File: config.mk
export PLATFORM = sky130hd
export DESIGN_NAME = cdb_arbiter
export DESIGN_NICKNAME = d
export VERILOG_FILES = /design/src/rtl/cdb_arbiter.sv
export SDC_FILE = /design/constraint.sdc
export NUM_CORES = 1
export LEC_CHECK = 0
export CORE_AREA = 2 2 156 158
export CTS_CLUSTER_DIAMETER = 60
export DETAILED_ROUTE_END_ITERATION = 16
export DIE_AREA = 0 0 158 160
export HOLD_SLACK_MARGIN = 0.02
export PLACE_DENSITY_LB_ADDON = 0.05
export SLEW_MARGIN = 40
export SYNTH_ARGS = -nofsm -noshare
export SYNTH_HDL_FRONTEND = slang
export SYNTH_SLANG_ARGS = --single-unit
File: constraint.sdc
create_clock -name clk_i -period 12.87 [get_ports clk_i]
set_clock_uncertainty 0.1 [all_clocks]
set_input_delay 2.574 -clock clk_i [delete_from_list [all_inputs] [get_ports clk_i]]
set_output_delay 2.574 -clock clk_i [all_outputs]
set_load 0.03 [all_outputs]
File: src/rtl/cdb_arbiter.sv
// Common-data-bus arbiter: shares NUM_CDB registered writeback ports among NUM_REQ
// functional units using round-robin order with a starvation override and flush.
module cdb_arbiter #(
  parameter int NUM_REQ      = 4,
  parameter int NUM_CDB      = 2,
  parameter int DATA_W       = 64,
  parameter int STARVE_LIMIT = 8
) (
  input  logic                clk_i,
  input  logic                reset_i,
  input  logic                flush_i,
  input  logic [NUM_REQ-1:0]  req_valid_i,
  input  logic [DATA_W-1:0]   req_data_i [NUM_REQ],
  output logic [NUM_REQ-1:0]  req_ready_o,
  output logic [NUM_CDB-1:0]  cdb_valid_o,
  output logic [DATA_W-1:0]   cdb_o [NUM_CDB]
);

  localparam int PTR_W  = $clog2(NUM_REQ);
  localparam int CNT_W  = $clog2(STARVE_LIMIT + 1);
  localparam int SLOT_W = (NUM_CDB > 1) ? $clog2(NUM_CDB) : 1;
  localparam logic [CNT_W-1:0] CNT_MAX = CNT_W'(STARVE_LIMIT);

  logic [PTR_W-1:0]   rr_ptr_reg, rr_ptr_next;
  logic [CNT_W-1:0]   wait_cnt_reg [NUM_REQ];
  logic [NUM_REQ-1:0] starved;
  logic [NUM_REQ-1:0] grant;
  logic [NUM_CDB-1:0] port_used;
  logic [PTR_W-1:0]   port_src [NUM_CDB];
  logic [NUM_CDB-1:0] cdb_valid_reg;
  logic [DATA_W-1:0]  cdb_data_reg [NUM_CDB];
  logic               arb_en;

  assign arb_en = reset_i & ~flush_i;

  generate
    for (genvar gi = 0; gi < NUM_REQ; gi++) begin : g_starve
      assign starved[gi] = req_valid_i[gi] && (wait_cnt_reg[gi] == CNT_MAX);
    end
  endgenerate

  // Two scans from rr_ptr: starved requesters first, then everyone else still valid.
  // Grants fill ports in scan order; the last grant made decides the next pointer,
  // which naturally prefers the last pass-2 grant over pass-1 grants.
  always_comb begin
    logic [PTR_W:0]   sum;
    logic [PTR_W-1:0] idx;
    logic             cand;
    int               n_used;
    grant       = '0;
    port_used   = '0;
    rr_ptr_next = rr_ptr_reg;
    n_used      = 0;
    sum         = '0;
    idx         = '0;
    cand        = 1'b0;
    for (int k = 0; k < NUM_CDB; k++) begin
      port_src[k] = '0;
    end
    if (arb_en) begin
      for (int pass = 0; pass < 2; pass++) begin
        for (int j = 0; j < NUM_REQ; j++) begin
          sum = {1'b0, rr_ptr_reg} + (PTR_W+1)'(j);
          if (sum >= (PTR_W+1)'(NUM_REQ)) begin
            sum = sum - (PTR_W+1)'(NUM_REQ);
          end
          idx  = sum[PTR_W-1:0];
          cand = (pass == 0) ? starved[idx] : (req_valid_i[idx] && !grant[idx]);
          if (cand && (n_used < NUM_CDB)) begin
            grant[idx]                     = 1'b1;
            port_used[SLOT_W'(n_used)]     = 1'b1;
            port_src[SLOT_W'(n_used)]      = idx;
            n_used                         = n_used + 1;
            rr_ptr_next = (idx == PTR_W'(NUM_REQ - 1)) ? '0 : idx + 1'b1;
          end
        end
      end
    end
  end

  assign req_ready_o = grant;

  always_ff @(posedge clk_i) begin
    if (!reset_i) begin
      cdb_valid_reg <= '0;
      rr_ptr_reg    <= '0;
      for (int k = 0; k < NUM_CDB; k++) begin
        cdb_data_reg[k] <= '0;
      end
    end else if (flush_i) begin
      cdb_valid_reg <= '0;
      rr_ptr_reg    <= '0;
    end else begin
      cdb_valid_reg <= port_used;
      rr_ptr_reg    <= rr_ptr_next;
      // Unused ports keep their last payload; only the valid bit drops.
      for (int k = 0; k < NUM_CDB; k++) begin
        if (port_used[k]) begin
          cdb_data_reg[k] <= req_data_i[port_src[k]];
        end
      end
    end
  end

  generate
    for (genvar gi = 0; gi < NUM_REQ; gi++) begin : g_wait
      always_ff @(posedge clk_i) begin
        if (!reset_i || flush_i) begin
          wait_cnt_reg[gi] <= '0;
        end else if (req_valid_i[gi] && !grant[gi]) begin
          if (wait_cnt_reg[gi] != CNT_MAX) begin
            wait_cnt_reg[gi] <= wait_cnt_reg[gi] + 1'b1;
          end
        end else begin
          wait_cnt_reg[gi] <= '0;
        end
      end
    end
  endgenerate

  assign cdb_valid_o = cdb_valid_reg;

  generate
    for (genvar gi = 0; gi < NUM_CDB; gi++) begin : g_out
      assign cdb_o[gi] = cdb_data_reg[gi];
    end
  endgenerate

endmodule
Word-level counts from Yosys, hierarchy flattened
Memory sizes are Yosys's and may differ from the RTL's.
Index checks and enable logic that the tools add are counted.

storage, ports and cells
  memory bits (writable) = 144
  memories = 2
  word-level logic and storage cells = 376
  output and inout bits = 134
  register bits after elaboration = 4

operators by class
  magnitude comparators = 49
  reduce and logical (&&, ||, !) cells = 50
  add/sub/neg operators = 21
  muxes and demuxes = 204
  equality and inequality tests = 12
  bitwise logic cells = 36

memory list
  name          words  width  rd ports  clocked after memory_dff  wr ports  RTL line  text
  cdb_data_reg  2      64     2         0                         2         31        logic [DATA_W-1:0] cdb_data_reg [NUM_CDB];
  wait_cnt_reg  4      4      4         0                         4         25        logic [CNT_W-1:0] wait_cnt_reg [NUM_REQ];

operators with widths
  operator                                                           number
  2-to-1 mux 32 bit                                                  13
  2-to-1 mux 64 bit                                                  6
  binary-select mux 64 bit (select 2 bit)                            2
  < comparator 32 x 3 -> 1 bit, second input constant                7
  adder 32 x 2 -> 32 bit, second input constant                      6
  2-to-1 mux 4 bit                                                   38
  2-to-1 mux 2 bit                                                   43
  2-to-1 mux 1 bit                                                   65
  logical AND 1 bit                                                  37
  bitwise mux 4 bit                                                  7
  bitwise OR 4 bit                                                   7
  binary-select mux 1 bit (select 2 bit)                             12
  < comparator 1 x 3 -> 1 bit, second input constant                 7
  adder 4 x 1 -> 4 bit, second input constant                        4
  equality test 4 bit, second input constant                         4
  inequality test 4 bit, second input constant                       4
  greater-or-equal comparator 3 bit, second input constant           5
  demux 2 bit (select 1 bit)                                         7
  greater-or-equal comparator 1 x 2 -> 1 bit, second input constant  7
  < comparator 2 x 3 -> 1 bit, second input constant                 4
  bitwise OR 2 bit                                                   6
  bitwise OR 1 bit                                                   10
  logical NOT 1 bit                                                  9
  NOT 1 bit                                                          9
  18 further kinds                                                   53

Depth between registers and ports, before layout
  depth in word-level cells = 54
  gate-level depth with buffers = 34
  mapped depth without buffers = 28

Least setup slack after synthesis
OpenSTA, ideal clock, no wires.

  path kind = input to output
  start point = input port req_valid_i[0]
  end point = output port req_ready_o[3]
  setup slack = 2357 ps
  stages on the path = 25
  data required time = 10196 ps
  arrival time = 7839 ps
  cells stage by stage = and4b_1 a22oi_1 o211ai_2 ha_1 a21o_1 buf_2 a21oi_1 inv_2 ha_1 o21a_1 nor3_1 o21ai_0 or3_1 clkbuf_1 and2_1 inv_1 ha_1 nor2_1 a311oi_1 nor3_1 a22o_1 buf_2 a21oi_1 a221oi_1 nor2_1

between the ends
  cells in the longest elaborated chain, start to end = 45
  elaborated cells between the ends (all ways) = 90

RTL lines
  what                                                                   RTL line  text
  start: declaration                                                     12        input logic [NUM_REQ-1:0] req_valid_i,
  branches (longest 43 deep; another with < comparator 32 x 3 -> 1 bit)  --
  2-to-1 mux 4 bit (*)                                                   69        if (cand && (n_used < NUM_CDB)) begin
  2-to-1 mux 4 bit (*)                                                   60        if (arb_en) begin
  end: declaration                                                       14        output logic [NUM_REQ-1:0] req_ready_o,

Every way passes the cells marked *. The select of a mux whose other input is x is not followed.

Final worst setup path
  start point = input port req_valid_i[0]
  end point = output port req_ready_o[0]

The elaborated chain is that of the path after synthesis.

==> results_dict.tcl <==
set metrics [dict create \
    crit_buf_inv 4 \
    grt-ovfl-total 0 \
    rsz0062_at_grt "no" \
    use_met1_pct 31.9 \
    largest_reg_flops 128 \
    p_per_area_mw_per_mm2 177 \
    core_mm2 0.0238 \
    gr-usage-met2_pct 45.0 \
    dp_cells 1444 \
    finalNonFillerCells 1481 \
    cts_buffer_depth 2 \
    antenna_found_initial 5 \
    htree_num_levels 4 \
    synth.avg_cell_area_um2 11.7 \
    grt_usage_pct 26.2 \
    grt_pass1_wl_mm 48.9 \
    vias_per_cell 5.29 \
    p_leak_nw 5.74 \
    postRouteAntennaNets 0 \
    synthTopCellsByArea "edfxtp_1 (49%), mux2i_1 (15%), o22ai_1 (4.8%)" \
    fin_crit_sh_pct 94.4 \
    finalHoldViolations 0 \
    worst-path-max-fanout 15 \
    routedWlPerCell_um 22.7 \
    synth_top_area_share_pct 48.6 \
    path_clk_slew_ps 70 \
    fillers 2099 \
    die_area_mm2 0.0253 \
    cts_buffers 17 \
    outcome "finished, final reports clean" \
    row_count 57 \
    slowest_stage "clkdlybuf4s50_1" \
    start_kind "primary input" \
    ios 397 \
    drtIter0Drc 506 \
    slew_headroom_pct 44.1 \
    hold_class "register to register" \
    critPathMaxStageDelay_ps 700 \
    grt_max_degree 68 \
    start_util_pct 37.3 \
    setup_tns_ps 0 \
    synth_seq_cells 147 \
    drc_errors 0 \
    end_kind "output pin" \
    yosys.cell_types.count 70 \
    die_x_um 158 \
    drive_gt1_share_pct 6.08 \
    ys_async_sr_fraction_pct 0 \
    synth_ff_type "edfxtp_1" \
    place.gp.congestion 0.933 \
    period_needed_ps 12150 \
    synthToLayoutAreaGrowth_pct 54.0 \
    arrival_ps 9480 \
    grt_pass1_vias 7778 \
    crit_chain "clkdlybuf4s50_1 -> and4b_1 -> a22oi_1 -> o211ai_2 -> ha_1 -> a21o_1 -> a21oi_1 -> inv_2 -> ha_1 -> o21a_1 -> nor3_1 -> o21ai_0 -> o21ai_0 -> and2_1 -> inv_1 -> ha_1 -> nor2_1 -> a311oi_1 -> nor3_1 -> a22o_1 -> a21oi_2 -> a21oi_1 -> nor2_1 -> clkdlybuf4s50_1" \
    synth_top_cell_by_area "edfxtp_1" \
    synth_fp_nets 1049 \
    clockRootBuffer "clkbuf_16" \
    vdd_drop_max_mv 0.0962 \
    synth_edf_count 144 \
    grt-busiest-layer "met2" \
    vias 7838 \
    numPortBuffers 395 \
    maxCapViolCount 0 \
    cts_tree "done" \
    slew_violations 0 \
    cpMostUsedCell "ha_1" \
    die_h_um 160 \
    use_met3_pct 7.57 \
    tightest_slew_ps 831 \
    setup_viol 0 \
    ctsHoldBuffers 0 \
    netlist_area_mm2 0.00890 \
    wl_mm 33.7 \
    worstSetupPathType "primary input to output pin" \
    clk_latency_ps 420 \
    crit_required_ps 10200 \
    ys_warn_count 0 \
    yosysSeqAreaShare_pct 49.3 \
    cts.sinks 147 \
    critPathTopFamily "compound AO/OA/AOI/OAI gates" \
    postSynthCellCount 763 \
    fin_nets 1426 \
    fmax_mhz 82.3 \
    dr.pass1.iters 7 \
    dp_hpwl_mm 25.8 \
]
-- worst register-to-register path, delay by kind of cell, from the launching register on --
kind | cells | cell delay, ps
compound gates | 8 | 1830
mux | 1 | 280
fa+ha+maj | 5 | 1820
simple gates | 9 | 2850
flops | 1 | 310
buf+inv | 8 | 1840
-- synth_stat cells (all sizes together) (5+ instances only) --
library cell and instances:
and2 67, nand3 11, nand4b 5, o22ai 68
nand2b 7, a211o 6, ha 23, mux2i 131
or2 6, o21ai 19, edfxtp 144, nor2 41
clkbuf 21, o2111ai 5, inv 26, a21o 6
a211oi 7, nand2 32, a21oi 15, o211ai 5
xnor2 7, nor3 13, buf 28
-- cell type report --
cell class	instances	area (um2)	area share, %
clock buffer	17	425	3.11
timing repair buffer	407	4070	29.7
multi-input combinational	541	4130	30.2
tap	324	405	2.96
sequential	147	4380	32.0
inverter	26	97.6	0.712
antenna	5	12.5	0.0913
clock inverter	14	171	1.25
-- through the flow --
stage / area (um2) / hold WS [ps] / util (%) / power [mW] / worst slack (ps)
6_report: 13700 / 522 / 57.5 / 2.42 / 718
5_1_grt: 13700 / 533 / 57.5 / 2.53 / 81.6
4_1_cts: 13700 / 522 / 57.4 / 2.43 / 606
3_5_place_dp: 13100 / 511 / 54.9 / 1.91 / 616
3_3_place_gp: 13000 / 506 / 54.7 / 1.91 / 729
2_1_floorplan: 8900 / 484 / - / 1.50 / 2360
-- report_power, final --
part | switching (mW) | total (mW) | internal [mW]
Combinational | 0.729 | 1.24 | 0.514
Clock | 0.222 | 0.513 | 0.291
Sequential | 0.0223 | 0.665 | 0.643
-- per-layer routing --
layer  vias up  routed length, um
met5         -                  0
met4         0                603
met3        42               3220
met2       384              16700
met1      3720              13200
li1       3692                  -
-- path summary, 6_finish.rpt --
check | slack (ps) | from | cells after the start | endpoint
worst min register to register | 520 | wait_cnt_reg[2][0]$_SDFFCE_PP0P_ | 1 | wait_cnt_reg[2][0]$_SDFFCE_PP0P_
worst max register to register | 3660 | rr_ptr_reg[1]$_SDFFE_PN0P_ | 31 | cdb_data_reg[0][62]$_SDFFCE_PN0P_
worst max-delay path | 720 | req_valid_i[0] | 24 | req_ready_o[0]
worst min-delay path | 520 | wait_cnt_reg[2][0]$_SDFFCE_PP0P_ | 1 | wait_cnt_reg[2][0]$_SDFFCE_PP0P_
-- cell families (layout without fill, tap and decap cells) --
group,Yosys count,in the layout,share of synthesized area (%)
XOR/XNOR,11,11,1.17
multiplexers,138,138,16.0
AO/OA/AOI/OAI,167,167,13.4
other,1,6,0.0422
buffers and inverters,75,464,4.61
AND/OR/NAND/NOR,201,201,12.3
flip-flops,147,147,49.3
adder cells (fa/ha/maj),23,23,3.23
-- placed cells by master (no fill, tap or decap), types with 4 or more instances in the layout --
cell type,instances
o21ai_0,19
nor2_1,41
mux2i_1,131
xor2_1,4
a211o_1,5
clkdlybuf4s50_1,395
o22ai_1,68
o211ai_1,4
and4b_1,4
buf_4,9
a21oi_1,13
inv_6,5
a211oi_1,5
and2_1,67
inv_1,24
nand3_1,11
nand2_1,31
diode_2,5
o2111ai_1,5
ha_1,23
a21o_1,6
xnor2_1,6
a221oi_1,4
nand4b_1,5
nand2b_1,5
edfxtp_1,144
clkbuf_16,17
mux2_2,4
nor3_1,13
-- repair_timing --
item | CTS | global route
endpoints found under the setup margin | 0 | 4
buffers inserted | 0 | 0
resized for setup | 0 | 1
Note: power is estimated with default switching activity, not from simulation.
==> variant, RTL diff (config.mk and constraints unchanged) <==
`DATA_W`: 64 -> 96.
--- a/src/rtl/cdb_arbiter.sv
+++ b/src/rtl/cdb_arbiter.sv
@@ -4,5 +4,5 @@
   parameter int NUM_REQ      = 4,
   parameter int NUM_CDB      = 2,
-  parameter int DATA_W       = 64,
+  parameter int DATA_W       = 96,
   parameter int STARVE_LIMIT = 8
 ) (
Interface: changed (resized cdb_o and req_data_i); port bits go from 397 to 589. No check against the original RTL was run, so the function may have changed too.
==> variant against the unedited design <==
  * The run now fails in 3_2_place_iop
  * Synthesized area grew 37%
==> variant: results (changes against the unedited design) <==
[status] Fail Step 3_2_place_iop
[synth] number of warnings issued by yosys 0 [unchanged]
[synth] number of nets in the synthesized netlist 1385 [+32%]
[synth] Syn Area/Cell 12.6 sq um [+7.9%]
[synth] number of enable flip-flop cells after synthesis 208 [+44%]
[synth] distinct cell type count of the synthesized netlist 75 [+7.1%]
[status] error msg [ERROR PPL-0024] Number of IO pins (589) exceeds maximum number of available positions (568). Increase the die perimeter from 636.00um to 801.04um.
[synth] Commonest cells post-synth edfxtp_1, mux2i_1, and2_1
[synth] number of register bits inferred by synthesis 211 [+44%]
[status] run status aborted with a tool error
[synth] portion of the post-synthesis area used by sequential elements 51.6% [+2.3 points]
[synth] dominant cells by area after synthesis edfxtp_1, mux2i_1, and2_1
[floorplanning] Core Rows 57 [unchanged]
[synth] Async S/R FF share, synth 0% [unchanged]
==> variant: cell families after synthesis <==
group	Yosys count	share of synthesized area (%)
compound gates	212	14.6
xor+xnor	12	0.860
fa+ha+maj	24	2.44
buf+inv	94	3.63
other cells	1	0.0307
mux	196	16.3
flops	211	51.6
simple gates	221	10.5
